==> src/rtl/wb_master_pkg.sv <==
// Shared defaults and FSM encoding for the Wishbone master engine.
// Latency: n/a (declarations only).
// Backpressure: n/a.
package wb_master_pkg;

    localparam int WB_ADDR_WIDTH = 12;
    localparam int WB_DATA_WIDTH = 32;

    typedef enum logic [1:0] {
        IDLE  = 2'd0,
        BUS   = 2'd1,
        RETRY = 2'd2,
        RESP  = 2'd3
    } wb_ms_state_e;

endpackage

==> src/rtl/wb_master_cmd_fifo.sv <==
// Synchronous command queue, DEPTH entries of WIDTH bits, head presented combinationally.
// Latency: an entry pushed at edge N is visible on pop_dat after edge N.
// Backpressure: push ignored while full (even with a same-cycle pop); pop ignored while empty.
module wb_master_cmd_fifo #(
    parameter int DEPTH = 4,
    parameter int WIDTH = 8
) (
    input  logic             clk,
    input  logic             rst,
    input  logic             push,
    input  logic [WIDTH-1:0] push_dat,
    input  logic             pop,
    output logic [WIDTH-1:0] pop_dat,
    output logic             full,
    output logic             empty
);

    localparam int PW = $clog2(DEPTH);

    logic [WIDTH-1:0] mem [DEPTH];
    logic [PW:0]      wr_ptr;
    logic [PW:0]      rd_ptr;
    logic             do_push;
    logic             do_pop;

    assign do_push = push && !full;
    assign do_pop  = pop && !empty;

    // Pointers carry one wrap bit so full and empty are distinguishable.
    always_ff @(posedge clk) begin
        if (rst) begin
            wr_ptr <= '0;
            rd_ptr <= '0;
        end else begin
            if (do_push) wr_ptr <= wr_ptr + 1'b1;
            if (do_pop)  rd_ptr <= rd_ptr + 1'b1;
        end
    end

    // Storage needs no reset; only slots between the pointers are ever read.
    always_ff @(posedge clk) begin
        if (do_push) mem[wr_ptr[PW-1:0]] <= push_dat;
    end

    assign empty   = (wr_ptr == rd_ptr);
    assign full    = (wr_ptr[PW] != rd_ptr[PW]) && (wr_ptr[PW-1:0] == rd_ptr[PW-1:0]);
    assign pop_dat = mem[rd_ptr[PW-1:0]];

endmodule

==> src/rtl/wb_master_engine.sv <==
// Wishbone classic master: queues commands, runs one bus cycle each (timeout; retry on err with WB_MASTER_RETRY_EN).
// Latency: command pushed into an idle, empty engine at edge N drives cyc/stb high after edge N+1.
// Backpressure: cmd_ready = !fifo full; each response is held in RESP until rsp_ready.
module wb_master_engine
    import wb_master_pkg::*;
#(
    parameter int AW        = WB_ADDR_WIDTH,
    parameter int DW        = WB_DATA_WIDTH,
    parameter int DEPTH     = 4,
    parameter int TIMEOUT   = 16,
    parameter int MAX_RETRY = 2
) (
    input  logic                     wb_clk_i,
    input  logic                     wb_rst_i,
    input  logic                     cmd_valid,
    output logic                     cmd_ready,
    input  logic                     cmd_we,
    input  logic [AW-1:0]            cmd_adr,
    input  logic [DW-1:0]            cmd_dat,
    input  logic [DW/8-1:0]          cmd_sel,
    output logic                     rsp_valid,
    input  logic                     rsp_ready,
    output logic [DW-1:0]            rsp_dat,
    output logic                     rsp_err,
    output logic                     rsp_tmo,
    output logic [AW-$clog2(DW/8)-1:0] wb_adr_o,
    output logic [DW-1:0]            wb_dat_o,
    output logic [DW/8-1:0]          wb_sel_o,
    output logic                     wb_we_o,
    output logic                     wb_cyc_o,
    output logic                     wb_stb_o,
    input  logic [DW-1:0]            wb_dat_i,
    input  logic                     wb_ack_i,
    input  logic                     wb_err_i,
    output logic                     busy
);

    localparam int SB  = $clog2(DW/8);
    localparam int SW  = DW/8;
    localparam int WAW = AW - SB;
    localparam int TW  = $clog2(TIMEOUT + 1);
    localparam logic [TW-1:0] TMO_LAST = TW'(TIMEOUT - 1);

    typedef struct packed {
        logic           we;
        logic [WAW-1:0] adr;
        logic [DW-1:0]  dat;
        logic [SW-1:0]  sel;
    } cmd_t;

    cmd_t         in_cmd;
    cmd_t         head_cmd;
    logic         full;
    logic         empty;
    logic         pop;

    wb_ms_state_e   state_q, state_d;
    logic [WAW-1:0] adr_q, adr_d;
    logic [DW-1:0]  dat_q, dat_d;
    logic [SW-1:0]  sel_q, sel_d;
    logic           we_q, we_d;
    logic           cyc_q, cyc_d;
    logic [DW-1:0]  rdat_q, rdat_d;
    logic           rerr_q, rerr_d;
    logic           rtmo_q, rtmo_d;
    logic [TW-1:0]  tmo_q, tmo_d;

`ifdef WB_MASTER_RETRY_EN
    localparam int RW = (MAX_RETRY > 0) ? $clog2(MAX_RETRY + 1) : 1;
    localparam logic [RW-1:0] RETRY_MAX = RW'(MAX_RETRY);
    logic [RW-1:0] retry_q, retry_d;
`else
    logic unused_retry_cfg;
    assign unused_retry_cfg = (MAX_RETRY > 0);
`endif

    // Byte-lane bits below the word address never reach the bus.
    logic unused_adr_lsb;
    assign unused_adr_lsb = ^cmd_adr[SB-1:0];

    assign cmd_ready = !full;
    assign in_cmd    = '{we: cmd_we, adr: cmd_adr[AW-1:SB], dat: cmd_dat, sel: cmd_sel};

    wb_master_cmd_fifo #(
        .DEPTH (DEPTH),
        .WIDTH ($bits(cmd_t))
    ) u_cmd_fifo (
        .clk      (wb_clk_i),
        .rst      (wb_rst_i),
        .push     (cmd_valid),
        .push_dat (in_cmd),
        .pop      (pop),
        .pop_dat  (head_cmd),
        .full     (full),
        .empty    (empty)
    );

    // Next-state and next-output logic; cyc defaults low so every non-BUS state drops it.
    always_comb begin
        state_d = state_q;
        adr_d   = adr_q;
        dat_d   = dat_q;
        sel_d   = sel_q;
        we_d    = we_q;
        cyc_d   = 1'b0;
        rdat_d  = rdat_q;
        rerr_d  = rerr_q;
        rtmo_d  = rtmo_q;
        tmo_d   = tmo_q;
        pop     = 1'b0;
`ifdef WB_MASTER_RETRY_EN
        retry_d = retry_q;
`endif
        case (state_q)
            IDLE: begin
                if (!empty) begin
                    pop     = 1'b1;
                    adr_d   = head_cmd.adr;
                    dat_d   = head_cmd.dat;
                    sel_d   = head_cmd.sel;
                    we_d    = head_cmd.we;
                    cyc_d   = 1'b1;
                    tmo_d   = '0;
                    state_d = BUS;
`ifdef WB_MASTER_RETRY_EN
                    retry_d = '0;
`endif
                end
            end
            BUS: begin
                if (wb_err_i) begin
`ifdef WB_MASTER_RETRY_EN
                    if (retry_q < RETRY_MAX) begin
                        retry_d = retry_q + 1'b1;
                        tmo_d   = '0;
                        state_d = RETRY;
                    end else begin
                        rdat_d  = '0;
                        rerr_d  = 1'b1;
                        rtmo_d  = 1'b0;
                        state_d = RESP;
                    end
`else
                    rdat_d  = '0;
                    rerr_d  = 1'b1;
                    rtmo_d  = 1'b0;
                    state_d = RESP;
`endif
                end else if (wb_ack_i) begin
                    rdat_d  = we_q ? '0 : wb_dat_i;
                    rerr_d  = 1'b0;
                    rtmo_d  = 1'b0;
                    state_d = RESP;
                end else if (tmo_q == TMO_LAST) begin
                    rdat_d  = '0;
                    rerr_d  = 1'b0;
                    rtmo_d  = 1'b1;
                    state_d = RESP;
                end else begin
                    cyc_d   = 1'b1;
                    tmo_d   = tmo_q + 1'b1;
                end
            end
`ifdef WB_MASTER_RETRY_EN
            RETRY: begin
                cyc_d   = 1'b1;
                state_d = BUS;
            end
`endif
            RESP: begin
                if (rsp_ready) state_d = IDLE;
            end
            default: state_d = IDLE;
        endcase
    end

    // State and registered bus/response outputs; reset abandons any cycle in flight.
    always_ff @(posedge wb_clk_i) begin
        if (wb_rst_i) begin
            state_q <= IDLE;
            adr_q   <= '0;
            dat_q   <= '0;
            sel_q   <= '0;
            we_q    <= 1'b0;
            cyc_q   <= 1'b0;
            rdat_q  <= '0;
            rerr_q  <= 1'b0;
            rtmo_q  <= 1'b0;
            tmo_q   <= '0;
`ifdef WB_MASTER_RETRY_EN
            retry_q <= '0;
`endif
        end else begin
            state_q <= state_d;
            adr_q   <= adr_d;
            dat_q   <= dat_d;
            sel_q   <= sel_d;
            we_q    <= we_d;
            cyc_q   <= cyc_d;
            rdat_q  <= rdat_d;
            rerr_q  <= rerr_d;
            rtmo_q  <= rtmo_d;
            tmo_q   <= tmo_d;
`ifdef WB_MASTER_RETRY_EN
            retry_q <= retry_d;
`endif
        end
    end

    assign wb_adr_o  = adr_q;
    assign wb_dat_o  = dat_q;
    assign wb_sel_o  = sel_q;
    assign wb_we_o   = we_q;
    assign wb_cyc_o  = cyc_q;
    assign wb_stb_o  = cyc_q;
    assign rsp_valid = (state_q == RESP);
    assign rsp_dat   = rdat_q;
    assign rsp_err   = rerr_q;
    assign rsp_tmo   = rtmo_q;
    assign busy      = !empty || (state_q != IDLE);

endmodule

==> config.mk <==
export PLATFORM = sky130hd
export DESIGN_NAME = wb_master_engine
export DESIGN_NICKNAME = d
export VERILOG_FILES = /design/src/rtl/wb_master_pkg.sv /design/src/rtl/wb_master_cmd_fifo.sv /design/src/rtl/wb_master_engine.sv
export SDC_FILE = /design/constraint.sdc
export NUM_CORES = 1
export LEC_CHECK = 0
export ABC_AREA = 1
export BUFFER_PORTS_ARGS = -buffer_cell sky130_fd_sc_hd__buf_2
export CORE_MARGIN = 10
export CORE_UTILIZATION = 55
export DETAILED_ROUTE_END_ITERATION = 16
export HOLD_SLACK_MARGIN = 0.02
export PLACE_DENSITY = 0.79
export SYNTH_ARGS = -nofsm -noshare
export SYNTH_HDL_FRONTEND = slang
export SYNTH_SLANG_ARGS = --single-unit
==> constraint.sdc <==
create_clock -name wb_clk_i -period 4.4 [get_ports wb_clk_i]
set_input_delay 0.44 -clock wb_clk_i [delete_from_list [all_inputs] [get_ports wb_clk_i]]
set_output_delay 0.44 -clock wb_clk_i [all_outputs]
set_load 0.005 [all_outputs]
Word-level counts from Yosys, hierarchy flattened
Memory sizes are Yosys's and may differ from the RTL's. A register that Yosys moved wholly into a read port is not among the register bits.
Cells that the tools add are included.
Operators by class
  add/subtract/negate cells: 3
  multipliers: 0
  div/mod/pow operators: 0
  magnitude comparators: 0
  equality and inequality tests: 12
  shift operators: 0
  muxes and demuxes: 29
  bitwise operators: 1
  reductions and logical operators: 14
Operators by type and width (count)
  two-way mux 32 bit: 4
  two-way mux 5 bit: 4
  two-way mux 1 bit: 13
  two-way mux 2 bit: 5
  one-hot mux 5 bit (2 select lines): 1
  != test 2 bit, second input constant: 4
  adder 3 x 1 -> 3 bit, second input constant: 2
  one-hot mux 2 bit (3 select lines): 1
  adder 5 x 1 -> 5 bit, second input constant: 1
  == test 5 x 4 -> 1 bit, second input constant: 1
  AND reduction 5 bit: 1
  != test 4 bit, second input constant: 1
  AND reduction 2 bit: 2
  nonzero test 2 bit: 2
  == test 3 bit: 1
  logical AND 1 bit: 3
  AND reduction 3 bit: 1
  nonzero test 3 bit: 1
  == test 2 x 1 -> 1 bit, second input constant: 1
  == test 2 bit: 1
  == test 2 bit, second input constant: 1
  zero test 1 bit: 2
  zero test 2 bit: 1
  != test 2 x 1 -> 1 bit, second input constant: 1
  4 further kinds: 4
Storage, ports and cells
  bits in registers: 48
  bits in latches: 0
  memory bits (writable): 188
  bits in read-only memories: 0
  input port bits: 87
  memories: 1
Memory list
  u_cmd_fifo.mem: depth 4, bits a word 47, rd ports 1, clocked after memory_dff 1, wr ports 1, RTL line wb_master_cmd_fifo.sv:20  | logic [WIDTH-1:0] mem [DEPTH];

Longest topological paths before layout
Gate-level depths: netlist of run 1.
  word-level depth: 6
  mapped depth: 11
  gate-level depth less buffers: 10

Cells and area by module
Synthesis of run 1 repeated with hierarchy kept, for this count alone.
Second synthesis, totals
  cells, all modules: 990
  area total of the unflattened synthesis: 11380.9 um2
By module, submodules not included
  wb_master_cmd_fifo: times used 1, cells an instance 530, area an instance 7866.3 um2, seq. area each 5805.6 um2
  wb_master_engine: times used 1, cells an instance 460, area an instance 3514.6 um2, seq. area each 1781.7 um2

Worst setup path after synthesis of run 1
No wires, ideal clock.
  path kind: reg-to-reg
  start: register u_cmd_fifo.rd_ptr[1]
  end: memory u_cmd_fifo.mem[0][0] (netlist bit), enable pin
  arrival time: 2.885 ns
  required time: 3.948 ns
  path slack: 1.064 ns
  cell stages (with the launch flop): 8
  path through: dfxtp_1 buf_4 inv_2 nand2_1 nand2_1 nand3b_1 nand2_1 nor2_1
Between the ends
  longest elaborated chain between the ends: 6
RTL lines
  start: declaration: RTL line wb_master_cmd_fifo.sv:22  | logic [PW:0] rd_ptr;
  start signal: assignment: RTL line wb_master_cmd_fifo.sv:36  | if (do_pop) rd_ptr <= rd_ptr + 1'b1;
  == test 2 bit: RTL line wb_master_cmd_fifo.sv:46  | assign full = (wr_ptr[PW] != rd_ptr[PW]) && (wr_ptr[PW-1:0] == rd_ptr[PW-1:0]);
  logical AND 1 bit: RTL line wb_master_cmd_fifo.sv:46
  zero test 1 bit
  via cmd_ready: RTL line wb_master_engine.sv:16  | output logic cmd_ready,
  logical AND 1 bit: RTL line wb_master_cmd_fifo.sv:26  | assign do_push = push && !full;
  two-way mux 1 bit: RTL line wb_master_cmd_fifo.sv:42  | if (do_push) mem[wr_ptr[PW-1:0]] <= push_dat;
  two-way mux 1 bit (implied by the code): RTL line wb_master_cmd_fifo.sv:42
  end: declaration: RTL line wb_master_cmd_fifo.sv:20
The timed path passes the listed nets, and every way through them passes these cells.

Worst setup path in the final report of run 1
  start: register u_cmd_fifo.rd_ptr[1]
  end: memory u_cmd_fifo.mem[3][20] (netlist bit), enable pin
Between the ends
  longest elaborated chain between the ends: 6
RTL lines (RTL line)
  == test 2 bit: wb_master_cmd_fifo.sv:46
  logical AND 1 bit: wb_master_cmd_fifo.sv:46
  zero test 1 bit: wb_master_cmd_fifo.sv:26
  logical AND 1 bit: wb_master_cmd_fifo.sv:26
  two-way mux 1 bit: wb_master_cmd_fifo.sv:42
  two-way mux 1 bit (implied by the code): wb_master_cmd_fifo.sv:42
No other way between the ends.

==> results of run 1 <==
-- path summary, 6_finish.rpt --
path                                                        end  slack [ns]  depth (start not counted)
worst min register to register             rsp_err$_SDFFE_PP0P_        0.46                          2
worst max-delay path            u_cmd_fifo.mem[3][20]$_DFFE_PP_        1.28                          7
worst max register to register  u_cmd_fifo.mem[3][20]$_DFFE_PP_        1.28                          7
worst min-delay path            u_cmd_fifo.mem[1][19]$_DFFE_PP_        0.13                          1
-- cell usage after synthesis, types with 2 or more instances --
cell	instances	share of area (%)
inv_1	18	0.62
edfxtp_1	188	52
clkbuf_1	31	1.1
inv_2	2	0.069
nand4_1	34	2.0
nor2_1	252	8.8
a21oi_1	39	1.8
xor2_1	2	0.16
or2_2	3	0.17
ha_1	7	0.81
nor2_2	11	0.64
buf_2	16	0.74
nand2_1	54	1.9
buf_4	17	1.2
nand3_1	11	0.51
o21ai_1	23	1.1
dfxtp_1	95	18
o21ai_0	170	7.9
-- layer usage --
layer	track usage [%]	wire length (um)	up-vias
li1	-	-	3707
met2	30.6	11900	279
met3	5.37	1950	46
met4	5.68	471	8
met1	21.5	10100	3639
met5	0	51	-
-- worst max-delay path, stage by stage (launching register included) --
cell and delay (ns):
dfxtp_4 0.99, inv_2 0.03, nand2_1 0.09, nand2_1 0.09, nand3b_1 0.14, nand2_1 0.29
nor2_4 0.76, buf_4 0.40
-- area by class of cell --
cell class / instances / area [sq um] / share of cell area (%)
Timing Repair Buffer: 180 / 926 / 7.30
Clock inverter: 16 / 125 / 0.987
Inverter: 21 / 81.3 / 0.641
Antenna cell: 6 / 15.0 / 0.118
Clock buffer: 36 / 782 / 6.17
Sequential cell: 283 / 7550 / 59.6
Tap cell: 265 / 332 / 2.61
Multi-Input combinational cell: 612 / 2860 / 22.6
-- power groups by stage --
stage / clock network, mW / registers [mW] / logic [mW]
after floorplan: 0 / 3.42 / 1.54
after global placement: 0 / 3.51 / 1.98
after detailed placement: 0 / 3.53 / 2.05
after CTS: 2.34 / 3.48 / 2.06
after global routing: 2.45 / 3.53 / 2.34
final: 2.31 / 3.48 / 2.03
-- registers in the layout, indices dropped and copies added (netlist names) --
name               cells
u_cmd_fifo.mem       188
rsp_dat               32
wb_dat_o              32
wb_adr_o              10
tmo_q                  5
wb_sel_o               4
u_cmd_fifo.rd_ptr      3
u_cmd_fifo.wr_ptr      3
state_q                2
rsp_err                1
rsp_tmo                1
wb_cyc_o               1
wb_we_o                1
-- layout by cell type (no fill, tap or decap), types with 4 or more instances in the layout --
cell and instances:
nand4_1 34, nor2_2 12, o21ai_0 170, a21oi_1 39, inv_1 16, o21ai_1 23
buf_2 170, nor2_1 247, nor2_4 4, buf_4 10, clkbuf_1 4, diode_2 6
nand3_1 11, clkinv_1 6, clkbuf_16 29, nand2_1 54, edfxtp_1 188, dfxtp_1 93
clkinv_2 6, ha_1 7, inv_2 4
-- logic make-up (layout without fill, tap and decap cells) --
kind of cell / after synthesis / in the layout / synth area share, %
simple gates: 369 / 369 / 14.2
other cells: 0 / 6 / 0
xor+xnor: 3 / 3 / 0.313
fa+ha+maj: 7 / 7 / 0.810
buf+inv: 87 / 253 / 3.99
compound gates: 233 / 233 / 10.8
flops: 283 / 283 / 69.8
==> out/qor.txt, run 1 <==
Status - completed
Reg2reg start - u_cmd_fifo.rd_ptr[1]$_SDFFE_PP0P_
Post-DP HPWL - 14400 um
I/O Pins - 173
CTS Sinks - 283
Routed via count - 7679
Synth warn - 0
DRT antenna net count - 0
Post CTS Setup Buffer Count - 0
First-pass GRT wire length - 38200 um
Number of fill cells - 1509
Chip width - 160 um
Tcrit/Tclk final - 70.9%
Psw - 2.55 mW
Final Hold Fails - 0
Largest net degree at the start of global routing - 99
Critical Path Start - u_cmd_fifo.rd_ptr[1]$_SDFFE_PP0P_
DIE HEIGHT - 160 um
Seq pwr share - 44.5%
WL final - 24500 um
Core outline area - 19400 sq um
Critical Path RT - 4.61 ns
Max H-tree Level - 1
Reg clk slew, reported paths - 0.06 ns
Placed cell area - 11800 sq um
Initial Utilization - 55.7%
Buffer depth of the longest clock path - 3
Setup TNS - 0 ns
HP Start - cmd_dat[15]
Comb power frac - 26.0%
Antenna violations before repair - 10
Final setup fails - 0
CP startpoint kind - flop
Mean Syn Cell Area - 11.0 sq um
FP Rows - 51
Max Fclk - 0.321 GHz
Post-Syn Nets - 1076
CTS tree - yes
MaxCap Viol Count - 0
IO buf count - 170
Die footprint - 25700 sq um
Vias/cell - 5.41
Post-synth ARST share - 0%
Seq cells post-synth - 283
Setup ws final - 1.28 ns
DRC - 0
Synthesized cell area - 10800 sq um
Post-CTS sizing - 0
Num CTS Buffers - 28
Cell area after layout - 12700 sq um
Share of cells above drive strength 1 - 22.0%
Max-slew violation count - 0
Peak supply drop - 0.425 mV
Worst hold slack - 0.126 ns
Clk pwr share - 29.5%
Seq/Total Area, Yosys - 69.8%
Post-synth EDFFs - 188
Gr usage total - 18.0%
CP Capture Type - flop
Switching share of total power - 32.7%
Synth cell types - 27
Worst Hold Class - input port to flop
Top FF cell, synth - edfxtp_1
Worst rel slew slack - 20.8%
Root buf cell - clkbuf_16
CP arrival - 3.33 ns
Post-layout min period - 3.12 ns
Crit Path Class - flop to flop
Unrepaired setup endpoints after global routing - no
Remaining Overflow, GRT - 0
P&R area growth vs syn - 17.3%
Number of placed cells counting well taps - 1361
Pwr Total - 7.82 mW
Drt first-iter violations - 805
Final core utilization - 65.4%
Crit path max fanout - 98
Synth Instances - 982
Final GP Congestion - 0.788
Vias in the first global route - 7529
Power Density - 617 nW/um^2
CTS Hold Buffers Added - 0
Worst-skew pair later-pin latency - 0.53 ns
Total Nets Final - 1220
Slew @ Worst Pin - 1.19 ns
Clock skew - 0.00890 ns
Placement Setup Slack - 1.25 ns
DR WL/cell - 17.2 um
Fin cells - 1419
Pre-antenna DRT Iters - 5
Static leakage - 4.82 nW
Pint - 5.26 mW
No activity file was read; power rests on OpenSTA's default activity.
==> run 2, diff against run 1 <==
- clock period: 4.4 -> 3 ns (I/O delays scaled with it)
==> out/qor.txt, run 2 (same netlist as run 1, synthesis figures left out) <==
Power Density - 874 nW/um^2 (+42%)
Routed via count - 8027 (+4.5%)
Share of cells above drive strength 1 - 21.0% (-0.91 points)
Core outline area - 19400 sq um (unchanged)
Crit Path Class - flop to flop
CP startpoint kind - flop
Most frequent cells in the layout - nor2_1, edfxtp_1, o21ai_0, buf_2, dfxtp_1
Slew @ Worst Pin - 0.989 ns (-0.198 ns)
Gr usage total - 19.1% (+1.1 points)
Max reg flops - 188 (unchanged)
Cell Chain, Critical Path - inv_2 -> nand2_1 -> nand2_1 -> nand3_2 -> nand2_4 -> inv_4 -> nor2_1 -> nor2_1
DRT antenna net count - 0 (unchanged)
Crit path max fanout - 49 (-50%)
Max-slew violation count - 0 (unchanged)
Worst Setup EP - wb_dat_o[4]$_SDFFE_PP0P_
Status - completed
Worst r2r path cells - 8 (+1)
CTS Sinks - 283 (unchanged)
CTS tree - yes
FP Rows - 51 (unchanged)
Remaining Overflow, GRT - 0 (unchanged)
Vias in the first global route - 7908 (+5.0%)
Worst-skew pair later-pin latency - 0.56 ns (+0.03 ns)
I/O Pins - 173 (unchanged)
CP arrival - 2.61 ns (-0.72 ns)
Chip width - 160 um (unchanged)
Unrepaired setup endpoints after global routing - no
Max H-tree Level - 1 (unchanged)
Setup TNS - 0 ns (unchanged)
Final Hold Fails - 0 (unchanged)
First-pass GRT wire length - 40600 um (+6.1%)
DIE HEIGHT - 160 um (unchanged)
Reg2reg setup slack - 0.87 ns (-0.41 ns)
Tcrit/Tclk final - 71.1% (+0.18 points)
DR WL/cell - 17.4 um (+1.2%)
CP Capture Type - flop
CTS Hold Buffers Added - 59 (+59)
Root buf cell - clkbuf_16
Vias/cell - 5.42 (+0.16%)
WL final - 25800 um (+5.6%)
R2r endpoint - wb_dat_o[4]$_SDFFE_PP0P_
Slowest stage cell, crit path - inv_4
Largest net degree at the start of global routing - 71 (-28%)
Post CTS Setup Buffer Count - 0 (unchanged)
Final GP Congestion - 0.775 (-1.8%)
Reg2reg start - u_cmd_fifo.rd_ptr[1]$_SDFFE_PP0P_
Critical Path RT - 3.48 ns (-1.13 ns)
Clock skew - 0.0215 ns (+0.0126 ns)
Worst rel slew slack - 34.0% (+13 points)
Post-DP HPWL - 14300 um (-0.43%)
Static leakage - 5.09 nW (+5.7%)
Post-layout min period - 2.13 ns (-0.987 ns)
IO buf count - 170 (unchanged)
Post-CTS sizing - 0 (unchanged)
Pre-antenna DRT Iters - 5 (unchanged)
Peak supply drop - 0.659 mV (+55%)
Buffer depth of the longest clock path - 3 (unchanged)
Die footprint - 25700 sq um (unchanged)
Final setup fails - 0 (unchanged)
P&R area growth vs syn - 23.3%
Reg clk slew, reported paths - 0.06 ns (about the same)
Worst path max stage delay - 0.63 ns (-0.36 ns)
Total Nets Final - 1284 (+5.2%)
Critical Path Start - u_cmd_fifo.rd_ptr[1]$_SDFFE_PP0P_
Drt first-iter violations - 872 (+8.3%)
Worst Hold Class - input port to flop
Worst hold slack - 0.0384 ns (-0.0879 ns)
Antenna violations before repair - 4 (-6)
MaxCap Viol Count - 0 (unchanged)
DRC - 0 (unchanged)
Most common cell after layout, fill and taps aside - nor2_1
Initial Utilization - 55.7% (unchanged)
Number of fill cells - 1391 (-7.8%)
Num CTS Buffers - 28 (unchanged)
Max Fclk - 0.469 GHz (+46%)
-- run 2: changes by cell type in the layout (fill, tap and decap cells not counted), sizes merged --
cell	delta
clkinvlp	-1
dlygate4sd3	+59
inv	+1
clkbuf	+1
clkinv	-1
diode	-2
buf	+5
-- run 2: cell type report --
class	instances	area [sq um]	area share [%]
Sequential cell	283	7550	56.7
Multi-Input combinational cell	612	2860	21.5
Timing Repair Buffer	244	1580	11.8
Clock buffer	37	764	5.73
Tap cell	265	332	2.49
Clock inverter	15	149	1.12
Inverter	21	81.3	0.610
Antenna cell	4	10.0	0.0751
-- run 2: worst min-delay path by stage --
stage | startpoint | endpoint | slack [ns] | depth (start not counted)
2_1_floorplan | cmd_sel[0] | u_cmd_fifo.mem[0][0]$_DFFE_PP_ | 0.40 | 0
3_3_place_gp | rsp_dat[11]$_SDFFE_PP0P_ | rsp_dat[11]$_SDFFE_PP0P_ | 0.45 | 2
3_5_place_dp | rsp_dat[27]$_SDFFE_PP0P_ | rsp_dat[27]$_SDFFE_PP0P_ | 0.45 | 2
4_1_cts | wb_dat_i[31] | rsp_dat[31]$_SDFFE_PP0P_ | 0.02 | 3
5_1_grt | wb_dat_i[8] | rsp_dat[8]$_SDFFE_PP0P_ | 0.03 | 3
6_report | wb_dat_i[5] | rsp_dat[5]$_SDFFE_PP0P_ | 0.04 | 3
-- run 2: report_power, final --
part           leakage [nW]  switching (mW)  internal [mW]
sequential             2.51           0.334           4.69
combinational          2.14            2.13           1.10
clock                 0.443            1.42           1.97
-- run 2: layer usage --
metal	GRT usage [%]	share of wire [%]
met5	0	0
met4	6.34	2.3
met3	4.58	8.3
met2	33.0	49
met1	22.9	40
-- run 2: metrics by stage --
step	area, sq um	utilization (%)	worst slack (ns)	std cells	power, mW
final	13300	68.7	0.868	1481	11.7
after global routing	13300	68.7	0.671	1481	12.4
after CTS	13300	68.7	0.834	1477	11.7
after detailed placement	11800	60.9	0.843	1366	8.22
after global placement	11800	60.9	0.900	1366	8.10
after floorplan	10800	-	-0.336	982	7.27
-- run 2: critical path, delay by kind of cell, from the launching register on --
kind / cells / cell delay (ns)
buf+inv: 2 / 0.67
flops: 1 / 0.53
simple gates: 6 / 0.85
